<file path="src/rtl/axis_pkt_rr_arbiter_if.sv">
// AXI-Stream bundle between NUM_SRC sources, the packet arbiter and the FIFO input.
// Pure wiring, no latency.
// Backpressure is carried by s_tready (to sources) and m_tready (from the FIFO).
`timescale 1ns/1ps
interface axis_pkt_rr_arbiter_if #(
   parameter int NUM_SRC = 4,
   parameter int DATA_W  = 8
);
   logic [NUM_SRC*DATA_W-1:0] s_tdata;
   logic [NUM_SRC-1:0]        s_tvalid;
   logic [NUM_SRC-1:0]        s_tlast;
   logic [NUM_SRC-1:0]        s_tready;
   logic [DATA_W-1:0]         m_tdata;
   logic                      m_tvalid;
   logic                      m_tlast;
   logic                      m_tready;

   // Arbiter view: consumes the source streams, produces the FIFO stream.
   modport slave (
      input  s_tdata, s_tvalid, s_tlast, m_tready,
      output s_tready, m_tdata, m_tvalid, m_tlast
   );

   // Surrounding view: sources drive s_*, the FIFO drives m_tready.
   modport master (
      output s_tdata, s_tvalid, s_tlast, m_tready,
      input  s_tready, m_tdata, m_tvalid, m_tlast
   );
endinterface

</file>
<file path="src/rtl/axis_pkt_rr_arbiter.sv">
// Packet-granular round-robin arbiter feeding the byte FIFO from NUM_SRC AXI-Stream sources.
// Latency: request in IDLE cycle N -> first beat in cycle N+1; data path is combinational in XFER; one IDLE bubble after each tlast.
// Backpressure: m_tready passes straight to the granted source's s_tready; grant held through stalls and gaps.
// Optional beat limit built when ARB_PKT_LIMIT_EN is defined (forces tlast on beat MAX_PKT_LEN).
`timescale 1ns/1ps
module axis_pkt_rr_arbiter #(
   parameter int  NUM_SRC     = 4,
   parameter int  DATA_W      = 8,
   parameter int  MAX_PKT_LEN = 2048,
   localparam int GW          = $clog2(NUM_SRC)
) (
   input  logic                  clk,
   input  logic                  reset_n,
   axis_pkt_rr_arbiter_if.slave  bus,
   output logic                  fifo_w_en,
   output logic [GW-1:0]         grant_id,
   output logic                  busy,
   output logic                  pkt_trunc
);

   // Reject configurations the round-robin scan and beat counter are not sized for.
   if (NUM_SRC < 2 || NUM_SRC > 8 || MAX_PKT_LEN < 2) begin : g_bad_param
      $error("axis_pkt_rr_arbiter: NUM_SRC must be 2..8 and MAX_PKT_LEN at least 2");
   end

   typedef enum logic {IDLE, XFER} state_t;

   state_t        state;
   logic [GW-1:0] last_grant;
   logic [GW-1:0] pick;
   logic [GW-1:0] cand;
   logic          any_req;
   logic          src_last;
   logic          force_last;
   logic          beat;

`ifdef ARB_PKT_LIMIT_EN
   localparam int CW = $clog2(MAX_PKT_LEN + 1);
   logic [CW-1:0] beat_cnt;

   // The beat that would take the packet past MAX_PKT_LEN beats is forced to close it.
   assign force_last = (beat_cnt == CW'(MAX_PKT_LEN - 1));
   assign pkt_trunc  = beat & force_last & ~src_last;
`else
   assign force_last = 1'b0;
   assign pkt_trunc  = 1'b0;
`endif

   assign beat = (state == XFER) & bus.m_tvalid & bus.m_tready;

   // Round-robin pick: scan from far to near so the source closest after last_grant wins.
   always_comb begin
      pick    = '0;
      cand    = '0;
      any_req = |bus.s_tvalid;
      for (int k = NUM_SRC; k >= 1; k--) begin
         cand = GW'((int'(last_grant) + k) % NUM_SRC);
         if (bus.s_tvalid[cand]) begin
            pick = cand;
         end
      end
   end

   // Output mux: only the granted source is visible and only it sees the FIFO's ready.
   always_comb begin
      bus.m_tdata  = '0;
      bus.m_tvalid = 1'b0;
      bus.m_tlast  = 1'b0;
      bus.s_tready = '0;
      src_last     = 1'b0;
      if (state == XFER) begin
         src_last               = bus.s_tlast[grant_id];
         bus.m_tdata            = bus.s_tdata[grant_id*DATA_W +: DATA_W];
         bus.m_tvalid           = bus.s_tvalid[grant_id];
         bus.m_tlast            = src_last | force_last;
         bus.s_tready[grant_id] = bus.m_tready;
      end
   end

   // Grant FSM: lock a source for a whole packet, release on the closing beat.
   always_ff @(posedge clk) begin
      if (!reset_n) begin
         state      <= IDLE;
         grant_id   <= '0;
         last_grant <= GW'(NUM_SRC - 1);
         busy       <= 1'b0;
         fifo_w_en  <= 1'b0;
`ifdef ARB_PKT_LIMIT_EN
         beat_cnt   <= '0;
`endif
      end else begin
         case (state)
            IDLE: begin
               if (any_req) begin
                  state     <= XFER;
                  grant_id  <= pick;
                  busy      <= 1'b1;
                  fifo_w_en <= 1'b1;
`ifdef ARB_PKT_LIMIT_EN
                  beat_cnt  <= '0;
`endif
               end
            end
            XFER: begin
               if (beat) begin
`ifdef ARB_PKT_LIMIT_EN
                  beat_cnt <= beat_cnt + CW'(1);
`endif
                  if (bus.m_tlast) begin
                     state      <= IDLE;
                     last_grant <= grant_id;
                     busy       <= 1'b0;
                     fifo_w_en  <= 1'b0;
                  end
               end
            end
         endcase
      end
   end

endmodule

</file>
<file path="src/flat_wrapper.sv">
// flat-port wrapper written by rule: the top's interface ports become plain ports
module axis_pkt_rr_arbiter_flat 
#(
   parameter int  NUM_SRC     = 4,
   parameter int  DATA_W      = 8,
   parameter int  MAX_PKT_LEN = 2048,
   localparam int GW          = $clog2(NUM_SRC)
)
  (clk, reset_n, fifo_w_en, grant_id, busy, pkt_trunc, bus_s_tdata, bus_s_tvalid, bus_s_tlast, bus_m_tready, bus_s_tready, bus_m_tdata, bus_m_tvalid, bus_m_tlast);
  axis_pkt_rr_arbiter_if #(.NUM_SRC(NUM_SRC), .DATA_W(DATA_W)) bus_i ();
  input  logic clk;
  input  logic reset_n;
  output logic fifo_w_en;
  output logic [GW-1:0] grant_id;
  output logic busy;
  output logic pkt_trunc;
  input wire logic [$bits(bus_i.s_tdata)-1:0] bus_s_tdata;
  input wire logic [$bits(bus_i.s_tvalid)-1:0] bus_s_tvalid;
  input wire logic [$bits(bus_i.s_tlast)-1:0] bus_s_tlast;
  input wire logic [$bits(bus_i.m_tready)-1:0] bus_m_tready;
  output wire logic [$bits(bus_i.s_tready)-1:0] bus_s_tready;
  output wire logic [$bits(bus_i.m_tdata)-1:0] bus_m_tdata;
  output wire logic [$bits(bus_i.m_tvalid)-1:0] bus_m_tvalid;
  output wire logic [$bits(bus_i.m_tlast)-1:0] bus_m_tlast;
  assign bus_i.s_tdata = bus_s_tdata;
  assign bus_i.s_tvalid = bus_s_tvalid;
  assign bus_i.s_tlast = bus_s_tlast;
  assign bus_i.m_tready = bus_m_tready;
  assign bus_s_tready = bus_i.s_tready;
  assign bus_m_tdata = bus_i.m_tdata;
  assign bus_m_tvalid = bus_i.m_tvalid;
  assign bus_m_tlast = bus_i.m_tlast;
  axis_pkt_rr_arbiter #(.NUM_SRC(NUM_SRC), .DATA_W(DATA_W), .MAX_PKT_LEN(MAX_PKT_LEN)) u_core (.clk(clk), .reset_n(reset_n), .bus(bus_i), .fifo_w_en(fifo_w_en), .grant_id(grant_id), .busy(busy), .pkt_trunc(pkt_trunc));
endmodule
</file>
<file path="config.mk">
export PLATFORM = sky130hd
export DESIGN_NAME = axis_pkt_rr_arbiter_flat
export DESIGN_NICKNAME = d
export VERILOG_FILES = /design/src/rtl/axis_pkt_rr_arbiter_if.sv /design/src/rtl/axis_pkt_rr_arbiter.sv /design/src/flat_wrapper.sv
export SDC_FILE = /design/constraint.sdc
export NUM_CORES = 1
export LEC_CHECK = 0
export BUFFER_PORTS_ARGS = -buffer_cell sky130_fd_sc_hd__buf_2
export CORE_ASPECT_RATIO = 1.25
export CORE_MARGIN = 2
export CORE_UTILIZATION = 38
export DETAILED_ROUTE_END_ITERATION = 16
export PLACE_DENSITY = 0.88
export SKIP_LAST_GASP = 1
export SLEW_MARGIN = 15
export SYNTH_ARGS = -nofsm -noshare
export SYNTH_HDL_FRONTEND = slang
export SYNTH_SLANG_ARGS = --single-unit
</file>
<file path="constraint.sdc">
create_clock -name clk -period 2.4 [get_ports clk]
set_input_delay 0.24 -clock clk [delete_from_list [all_inputs] [get_ports clk]]
set_output_delay 0.24 -clock clk [all_outputs]
set_load 0.02 [all_outputs]
</file>
* Word-level counts from Yosys, hierarchy flattened *
Cells that the tools add are included.

storage, ports and cells
  register bits after elaboration = 6
  bits of input ports = 43
  output and inout port bits = 19
  logic and storage cells = 57

cells by class
  $add $sub $neg = 4
  $lt $le $gt $ge = 6
  eq/ne operators = 3
  shift-type cells = 1
  mux-type cells = 30
  bitwise logic cells = 4
  reduce and logical (&&, ||, !) cells = 5

operators by type and width
  kind                                                                                 number
  32-bit by 6-bit indexed part select with 8-bit output                                1
  2-bit by 3-bit < comparator with 1-bit output, second input constant                 5
  1-bit two-way mux                                                                    15
  1-bit binary-select mux with 2-bit select                                            6
  2-bit two-way mux                                                                    4
  8-bit two-way mux                                                                    1
  3-bit AND reduction                                                                  2
  2-bit by 1-bit adder with 2-bit output, second input constant                        2
  2-bit adder, second input constant                                                   2
  4-bit bitwise AND                                                                    1
  4-bit two-way mux                                                                    1
  2-bit inequality test, second input constant                                         2
  1-bit one-hot mux with 2 select lines                                                2
  4-bit OR reduction                                                                   1
  1-bit bitwise AND                                                                    2
  1-bit demux with 2-bit select                                                        1
  2-bit by 1-bit greater-or-equal comparator with 1-bit output, second input constant  1
  2-bit by 1-bit inequality test with 1-bit output, second input constant              1
  2-bit AND reduction                                                                  1
  1-bit logical AND                                                                    1
  1-bit inverter                                                                       1

* Longest topological paths before layout *
Gate-level depths: netlist of the first run.

  depth after elaboration = 7
  gate-level depth with buffers = 5
  depth with buffers taken out = 4

* Least setup slack after synthesis of the first run *
OpenSTA, ideal clock, no wires.

  path type = register to output
  from = register u_core.grant_id[0]
  to = output bus_m_tdata[2]
  data arrival time = 1495 ps
  data required time = 2160 ps
  path slack = 665 ps
  stages on the path, launching flop included = 5
  buffers on the path = 2
  cell sequence = dfxtp_1 buf_6 buf_4 mux4_2 and2_1

between the ends
  word-level cells in the longest chain between the ends = 2

ends and longest elaborated chain
  item                                                   line                       RTL
  start, declared                                        axis_pkt_rr_arbiter.sv:16  output logic [GW-1:0] grant_id,
  start signal, assigned                                 axis_pkt_rr_arbiter.sv:96  grant_id <= pick;
  32-bit by 6-bit indexed part select with 8-bit output  axis_pkt_rr_arbiter.sv:73  bus.m_tdata = bus.s_tdata[grant_id*DATA_W +: DATA_W];
  8-bit two-way mux                                      axis_pkt_rr_arbiter.sv:71  if (state == XFER) begin
  end, declared                                          flat_wrapper.sv:22         output wire logic [$bits(bus_i.m_tdata)-1:0] bus_m_tdata;

No other way between the ends.

* Worst setup path in the final report of the first run *
  from = register u_core.grant_id[0]
  to = output bus_m_tdata[4]

The elaborated chain is that of the path after synthesis.

==> impl_metrics.yaml, run 1 <==
outcome:
  status: "finished clean"
timing:
  hold_viol: 0
  fin_hold_ws_ns: 0.221
  fin_setup_tns_ns: 0
  period_minus_slack_ns: 2.08
  fin_crit_sh: 0.866
  max_freq_mhz: 481
  maxSlewViolCount: 0
  layout_setup_ws_ns: 0.321
  setup-violations-final: 0
  grt_setup_unrepaired: "false"
  skew_ns: 0.00200
routing:
  postRouteAntennaNets: 0
  vias_per_cell: 5.51
  route.detailed.drc: 0
  first_pass_iters: 4
  wirelength_mm: 2.09
  wl_per_cell_um: 14.6
  via_count: 788
  first_iter_violations: 9
placed_design:
  preCtsSetupSlack_ns: 0.562
  dp_hpwl_mm: 1.78
  gp_congestion: 0.817
  port-buffer-count: 60
  post_dp_cell_area_um2: 942
setup_path:
  arrival_ns: 1.84
  rr_worst_depth: 5
  cp.required_ns: 2.16
  r2r_slack_ns: 0.76
  cp-end-kind: "output port"
  crit_end: "bus_m_tdata[4]"
  start_kind: "flip-flop"
  crit_fanout: 11
  timing.critical_path.from: "u_core.grant_id[0]"
  reg2reg_from: "u_core.grant_id[0]"
  reg2reg_to: "u_core.last_grant[0]"
  critPathKind: "flip-flop to output port"
grt:
  grt_max_degree: 17
  grt_use_total: 0.214
  grt_pass1_vias: 753
  grt_pass1_wl_mm: 3.10
  antenna_found_initial: 0
  grt_overflow_total: 0
clock_tree:
  h-tree-depth: 1
  clock-root-buffer: "clkbuf_4"
  clk_path_buf_depth: 2
  cts_tree: "yes"
  path_clk_slew_ns: 0.05
  cts_hold_buf: 0
  postCtsSetupBuffers: 0
  cts_resized: 0
  numClockSinks: 6
  numCtsBuffers: 3
  clk_latency_ns: 0.25
floorplan:
  die_x_um: 40.9
  die_y_um: 50.1
  die-area_mm2: 0.00205
  core-area_mm2: 0.00158
  start_util: 0.409
  rows: 16
  ioPinCount: 62
synthesis:
  synth_edf_count: 0
  yosysSeqAreaShare: 0.186
  synthFlopType: "dfxtp_1"
  synth_cell_types: 26
  yosys-top-cells-area: "mux4_2, dfxtp_1, and2_1"
  ys_ff_latch: 6
  synth_fp_nets: 109
  synth_area_per_cell_um2: 9.80
  synth-async-reset-ratio: 0
  synth_area_leader_cell: "mux4_2"
  synth_area_um2: 647
  synth_top_area_share: 0.348
  synthCells: 66
  synth_warnings: 0
final_layout:
  final_cell_mix: "buf_2, mux4_2, and2_1, dfxtp_1"
  nets: 170
  fill_cells: 146
  drive_gt1_frac: 0.608
  final_cell_area_um2: 965
  syn_to_final_growth_pct: 49.1
  n_antenna_cell: 0
  final_common_cell: "buf_2"
min_path:
  whs_path_depth: 2
  hold_class: "input pin to flip-flop"
job:
  cap_violations: 0
power_and_ir_drop:
  p_per_area_mw_per_mm2: 431
  vdd_drop_max_v: 0.000265
  p_leak_nw: 0.503
how the worst min path moves through the flow:
stage / slack [ns] / from / to
finish: 0.22 / reset_n / u_core.last_grant[0]
global route: 0.24 / reset_n / u_core.last_grant[0]
CTS: 0.22 / reset_n / u_core.last_grant[0]
detailed placement: 0.48 / reset_n / u_core.last_grant[0]
global placement: 0.45 / reset_n / u_core.last_grant[0]
floorplan: 0.30 / reset_n / u_core.last_grant[0]
per-stage QoR:
| step | util | std cells | total power, W |
|---|---|---|---|
| floorplan | - | 66 | 0.000255 |
| global placement | 0.596 | 140 | 0.000316 |
| detailed placement | 0.596 | 140 | 0.000323 |
| CTS | 0.610 | 143 | 0.000421 |
| global route | 0.610 | 143 | 0.000446 |
| finish | 0.610 | 143 | 0.000416 |
cells by family after synthesis:
kind of cell,Yosys count,synth area share
buffers and inverters,9,0.0832
other,1,0.00580
flip-flops,6,0.186
AO/OA/AOI/OAI,14,0.137
AND/OR/NAND/NOR,24,0.209
multiplexers,12,0.379
worst max-delay path: stages (launching register included):
cell,delay [ns]
dfxtp_1,0.50
buf_4,0.27
mux4_2,0.51
and2_1,0.17
buf_2,0.15
routing by layer:
metal / routed length, um / global-route usage / up-vias
li1: - / - / 366
met5: 0 / 0 / -
met4: 41 / 0.0944 / 0
met3: 290 / 0.0398 / 5
met2: 1060 / 0.375 / 55
met1: 694 / 0.229 / 362
flip-flops by register name (all words and copies together), names as in the netlist:
name and cells:
u_core.grant_id 2, u_core.last_grant 2, u_core.fifo_w_en 1, u_core.state 1
cell type report:
cell class / instances / area (um2) / area share
clock buffers: 3 / 22.5 / 0.0233
flip-flops and latches: 6 / 120 / 0.125
inverters: 3 / 11.3 / 0.0117
repair buffers: 62 / 315 / 0.327
well taps: 18 / 22.5 / 0.0233
multi-input cells: 51 / 473 / 0.490
synthesized netlist by cell type (all sizes together), types with 2 or more instances:
master,number
nor3,2
mux2i,2
buf,5
nand2,3
inv,3
nor2b,2
nor2,4
mux4,10
dfxtp,6
a21oi,3
and2,10
o21ai,4
power breakdown:
part | switching [W] | internal [W]
combinational | 0.0000954 | 0.000101
clock | 0.0000383 | 0.0000567
sequential | 0.0000158 | 0.000108
No activity file was read; power rests on OpenSTA's default activity.
==> run 2: changes to the inputs <==
--- a/config.mk
+++ b/config.mk
@@ -5,12 +5,14 @@
 export SDC_FILE = /design/constraint.sdc
 export NUM_CORES = 1
 export LEC_CHECK = 0
+export ABC_AREA = 1
 export BUFFER_PORTS_ARGS = -buffer_cell sky130_fd_sc_hd__buf_2
 export CORE_ASPECT_RATIO = 1.25
 export CORE_MARGIN = 2
-export CORE_UTILIZATION = 38
+export CORE_UTILIZATION = 42
 export DETAILED_ROUTE_END_ITERATION = 16
-export PLACE_DENSITY = 0.88
+export GPL_ROUTABILITY_DRIVEN = 0
+export PLACE_DENSITY = 0.9
 export SKIP_LAST_GASP = 1
 export SLEW_MARGIN = 15
 export SYNTH_ARGS = -nofsm -noshare
==> impl_metrics.yaml, run 2 <==
placed_design:
  port-buffer-count: 60
  dp_hpwl_mm: 1.86
  post_dp_cell_area_mm2: 0.00106
  preCtsSetupSlack_ns: 0.845
floorplan:
  start_util: 0.442
  ioPinCount: 62
  die_y_um: 52.2
  rows: 17
  core-area_mm2: 0.00177
  die_x_um: 42.6
  die-area_mm2: 0.00222
clock_tree:
  numClockSinks: 6
  cts_hold_buf: 0
  clk_latency_ns: 0.25
  h-tree-depth: 1
  clock-root-buffer: "clkbuf_4"
  clk_path_buf_depth: 2
  postCtsSetupBuffers: 0
  cts_resized: 0
  path_clk_slew_ns: 0.04
  numCtsBuffers: 3
  cts_tree: "yes"
timing:
  period_minus_slack_ns: 1.82
  max_freq_mhz: 550
  setup-violations-final: 0
  skew_ns: 0.000879
  layout_setup_ws_ns: 0.581
  grt_setup_unrepaired: "false"
  fin_setup_tns_ns: 0
  fin_crit_sh: 0.758
  hold_viol: 0
  relSlewSlack: 0.592
  maxSlewViolCount: 0
  fin_hold_ws_ns: 0.236
  worst_slew_pin_slew_ns: 0.606
synthesis:
  synth_area_per_cell_um2: 5.54
  synth_commonest_cells: "nand2_1, a21oi_1, a22oi_1"
  synth-async-reset-ratio: 0
  post-synth-top-count-cell: "nand2_1"
  synthFlopType: "dfxtp_1"
  yosysSeqAreaShare: 0.154
  yosys-top-cells-area: "nand2_1, dfxtp_1, a22oi_1"
  synth_top_area_share: 0.274
  synth_fp_nets: 184
  synth_area_leader_cell: "nand2_1"
  synth_area_um2: 781
  synthCells: 141
  synth_warnings: 0
  synth_cell_types: 23
  ys_ff_latch: 6
  synth_edf_count: 0
final_layout:
  fill_cells: 186
  nets: 244
  drive_gt1_frac: 0.367
  n_antenna_cell: 0
  syn_to_final_growth_pct: 39.1
  final_common_cell: "buf_2"
  reg.largest.list: "u_core.grant_id (2), u_core.last_grant (2)"
  final_cell_mix: "buf_2, nand2_1, a22oi_1, a21oi_1, inv_1"
  final_cell_area_mm2: 0.00109
min_path:
  hold_class: "input pin to flip-flop"
grt:
  grt_pass1_vias: 1007
  grt_max_degree: 15
  met2_usage: 0.426
  grt_use_total: 0.220
  antenna_found_initial: 0
  grt_overflow_total: 0
  gr-usage-met3: 0.0828
  met1_usage: 0.208
  grt_busiest_layer: "met2"
  grt_pass1_wl_mm: 3.82
routing:
  first_iter_violations: 38
  via_count: 1121
  vias_per_cell: 5.14
  first_pass_iters: 4
  wirelength_mm: 2.35
  postRouteAntennaNets: 0
  route.detailed.drc: 0
  wl_per_cell_um: 10.8
setup_path:
  cp-end-kind: "output port"
  crit_fanout: 10
  critPathKind: "flip-flop to output port"
  start_kind: "flip-flop"
  cp.required_ns: 2.16
  arrival_ns: 1.58
job:
  cap_violations: 0
power_and_ir_drop:
  vdd_drop_max_v: 0.000314
  p_per_area_mw_per_mm2: 445
  p_leak_nw: 0.655
outcome:
  status: "finished clean"
==> run 2: changes by cell type after synthesis, moves of 2 or more <==
| cell | before | now |
|---|---|---|
| a21oi_1 | 3 | 16 |
| a22oi_1 | 0 | 16 |
| mux4_2 | 10 | 0 |
| and2_1 | 10 | 0 |
| inv_2 | 0 | 4 |
| nand2_1 | 3 | 57 |
| mux2i_1 | 2 | 0 |
| inv_1 | 3 | 12 |
| nand3_1 | 1 | 4 |
| nor2b_1 | 2 | 0 |
| nand2_2 | 0 | 2 |
==> run 2: per-stage QoR <==
stage               instances   util  total power, W
floorplan                 141      -        0.000312
global placement          215  0.602        0.000390
detailed placement        215  0.602        0.000391
CTS                       218  0.615        0.000486
global route              218  0.615        0.000525
finish                    218  0.615        0.000484
==> run 2: kinds of logic (layout without fill, tap and decap cells) <==
kind of cell,count (synthesis),after routing,share of synthesized area
other cells,1,1,0.00480
simple gates,73,73,0.391
buf+inv,21,79,0.130
compound gates,40,40,0.321
flops,6,6,0.154
==> run 2: path summary, 6_finish.rpt <==
| path | endpoint | start | cells after the start | slack [ns] |
|---|---|---|---|---|
| worst max-delay path | bus_m_tvalid | u_core.grant_id[0] | 7 | 0.58 |
| worst min-delay path | u_core.last_grant[0] | reset_n | 2 | 0.24 |
| worst max register to register | u_core.grant_id[0] | u_core.last_grant[0] | 11 | 0.86 |
| worst min register to register | u_core.state | u_core.state | 2 | 0.47 |
==> run 2: area by class of cell <==
cell class | count | area, um2 | share of cell area
multi-input combinational | 114 | 559 | 0.515
inverter | 16 | 60.1 | 0.0553
timing repair buffer | 60 | 300 | 0.276
sequential | 6 | 120 | 0.111
tap | 19 | 23.8 | 0.0219
clock buffer | 3 | 22.5 | 0.0207
==> run 2: power breakdown <==
part | total, W | internal [W] | switching (W)
sequential | 0.000126 | 0.000109 | 0.0000162
clock | 0.0000930 | 0.0000566 | 0.0000365
combinational | 0.000265 | 0.000102 | 0.000164
==> run 2: critical path: stages, from the launching register on <==
cell,delay [ns]
dfxtp_1,0.54
nand2_1,0.14
inv_2,0.17
nand2_1,0.07
nand4_1,0.13
inv_1,0.05
nor2_1,0.07
buf_2,0.17
==> run 2: per-layer routing <==
metal  vias to the layer above  part of all wire
met1                       469              0.40
met5                         -                 0
met2                        59              0.47
met4                         0             0.017
li1                        588                 -
met3                         5              0.11
==> run 3: changes to the inputs <==
--- a/config.mk
+++ b/config.mk
@@ -9,10 +9,10 @@
 export BUFFER_PORTS_ARGS = -buffer_cell sky130_fd_sc_hd__buf_2
 export CORE_ASPECT_RATIO = 1.25
 export CORE_MARGIN = 2
-export CORE_UTILIZATION = 42
+export CORE_UTILIZATION = 39
 export DETAILED_ROUTE_END_ITERATION = 16
 export GPL_ROUTABILITY_DRIVEN = 0
-export PLACE_DENSITY = 0.9
+export PLACE_DENSITY = 0.85
 export SKIP_LAST_GASP = 1
 export SLEW_MARGIN = 15
 export SYNTH_ARGS = -nofsm -noshare
==> constraint.sdc (replaced) <==
create_clock -name clk -period 1.8 [get_ports clk]
set_input_delay 0.18 -clock clk [delete_from_list [all_inputs] [get_ports clk]]
set_output_delay 0.18 -clock clk [all_outputs]
set_load 0.02 [all_outputs]
==> impl_metrics.yaml, run 3 (synthesized netlist as in run 2, its figures left out) <==
outcome:
  status: "finished clean"
floorplan:
  ioPinCount: 62
  start_util: 0.403
  die_y_um: 54.0
  rows: 18
  die-area_mm2: 0.00238
  core-area_mm2: 0.00194
  die_x_um: 44.0
timing:
  fin_setup_tns_ns: 0
  fin_hold_ws_ns: 0.175
  max_freq_mhz: 608
  period_minus_slack_ns: 1.64
  setup-violations-final: 0
  grt_setup_unrepaired: "false"
  layout_setup_ws_ns: 0.156
  fin_crit_sh: 0.914
  maxSlewViolCount: 0
  skew_ns: 0.000460
  hold_viol: 0
setup_path:
  cp-end-kind: "output port"
  critical_path_buf_inv_count: 3
  path_cells: "inv_2 > nor2_4 > nand2_2 > nand4_1 > inv_1 > nor2_1 > buf_2"
  crit_slowest_cell: "dfxtp_1"
  crit_fanout: 10
  path_depth: 7
  crit_end: "bus_m_tvalid"
  crit_family: "simple AND/OR/NAND/NOR gates"
  reg2reg_to: "u_core.grant_id[0]"
  timing.critical_path.from: "u_core.grant_id[1]"
  crit_path_max_incr_delay_ns: 0.42
  r2r_slack_ns: 0.37
  cp.required_ns: 1.62
  arrival_ns: 1.46
  critPathKind: "flip-flop to output port"
  rr_worst_depth: 11
  reg2reg_from: "u_core.last_grant[0]"
  start_kind: "flip-flop"
grt:
  grt_overflow_total: 0
  antenna_found_initial: 0
  grt_pass1_wl_mm: 3.80
  grt_max_degree: 11
  grt_use_total: 0.211
  grt_pass1_vias: 986
routing:
  vias_per_cell: 5.04
  first_pass_iters: 4
  postRouteAntennaNets: 0
  via_count: 1123
  first_iter_violations: 27
  wirelength_mm: 2.47
  route.detailed.drc: 0
  wl_per_cell_um: 11.1
final_layout:
  final_cell_mix: "buf_2, nand2_1, a22oi_1, a21oi_1, inv_1"
  final_common_cell: "buf_2"
  reg.largest.list: "u_core.grant_id (2), u_core.last_grant (2)"
  drive_gt1_frac: 0.384
  n_antenna_cell: 0
  fill_cells: 208
  nets: 248
  regArea_um2: 121
  final_core_util: 0.578
  multiInputGateArea_um2: 559
  syn_to_final_growth_pct: 43.3
clock_tree:
  numClockSinks: 6
  clk_latency_ns: 0.24
  cts_resized: 0
  clock-root-buffer: "clkbuf_4"
  h-tree-depth: 1
  cts_tree: "yes"
  clk_path_buf_depth: 2
  postCtsSetupBuffers: 0
  cts_hold_buf: 0
  numCtsBuffers: 3
  path_clk_slew_ns: 0.04
min_path:
  whs_path_depth: 2
  hold_class: "input pin to flip-flop"
power_and_ir_drop:
  p_leak_nw: 0.674
  vdd_drop_max_v: 0.000375
  p_per_area_mw_per_mm2: 583
  total_power_w: 0.000653
placed_design:
  dp_hpwl_mm: 2.08
  port-buffer-count: 60
  preCtsSetupSlack_ns: 0.309
job:
  cap_violations: 0
[run 3: cell types whose count changed in the layout (fill, tap and decap cells not counted)]
cell	previous run	this run
buf_4	0	4
dfxtp_1	6	5
dfxtp_2	0	1
[run 3: final cells by class]
type                       instances  area share
inverter                          16      0.0537
sequential                         6       0.109
tap                               20      0.0224
timing repair buffer              64       0.295
multi-input combinational        114       0.500
clock buffer                       3      0.0201
[run 3: per-stage QoR]
step	instance area (um2)	instances
after floorplan	781	141
after global placement	1090	220
after detailed placement	1090	220
after CTS	1120	223
after global routing	1120	223
final	1120	223
[run 3: how the worst min path moves through the flow]
stage | startpoint | endpoint | slack [ns]
after floorplan | reset_n | u_core.last_grant[0] | 0.28
after global placement | reset_n | u_core.last_grant[0] | 0.42
after detailed placement | reset_n | u_core.last_grant[0] | 0.42
after CTS | reset_n | u_core.last_grant[0] | 0.17
after global routing | reset_n | u_core.last_grant[1] | 0.19
final | reset_n | u_core.last_grant[0] | 0.18
[run 3: power by group]
group	switching, W	leakage [nW]	internal [W]	total, W
logic	0.000223	0.610	0.000144	0.000366
registers	0.0000197	0.0500	0.000146	0.000166
clock network	0.0000448	0.0138	0.0000752	0.000120
[run 3: routing by layer]
layer | GRT usage | wire [um] | part of all wire
met3 | 0.0537 | 272 | 0.11
met2 | 0.417 | 1240 | 0.50
met1 | 0.201 | 939 | 0.38
met5 | 0 | 0 | 0
met4 | 0.0909 | 15 | 0.0061
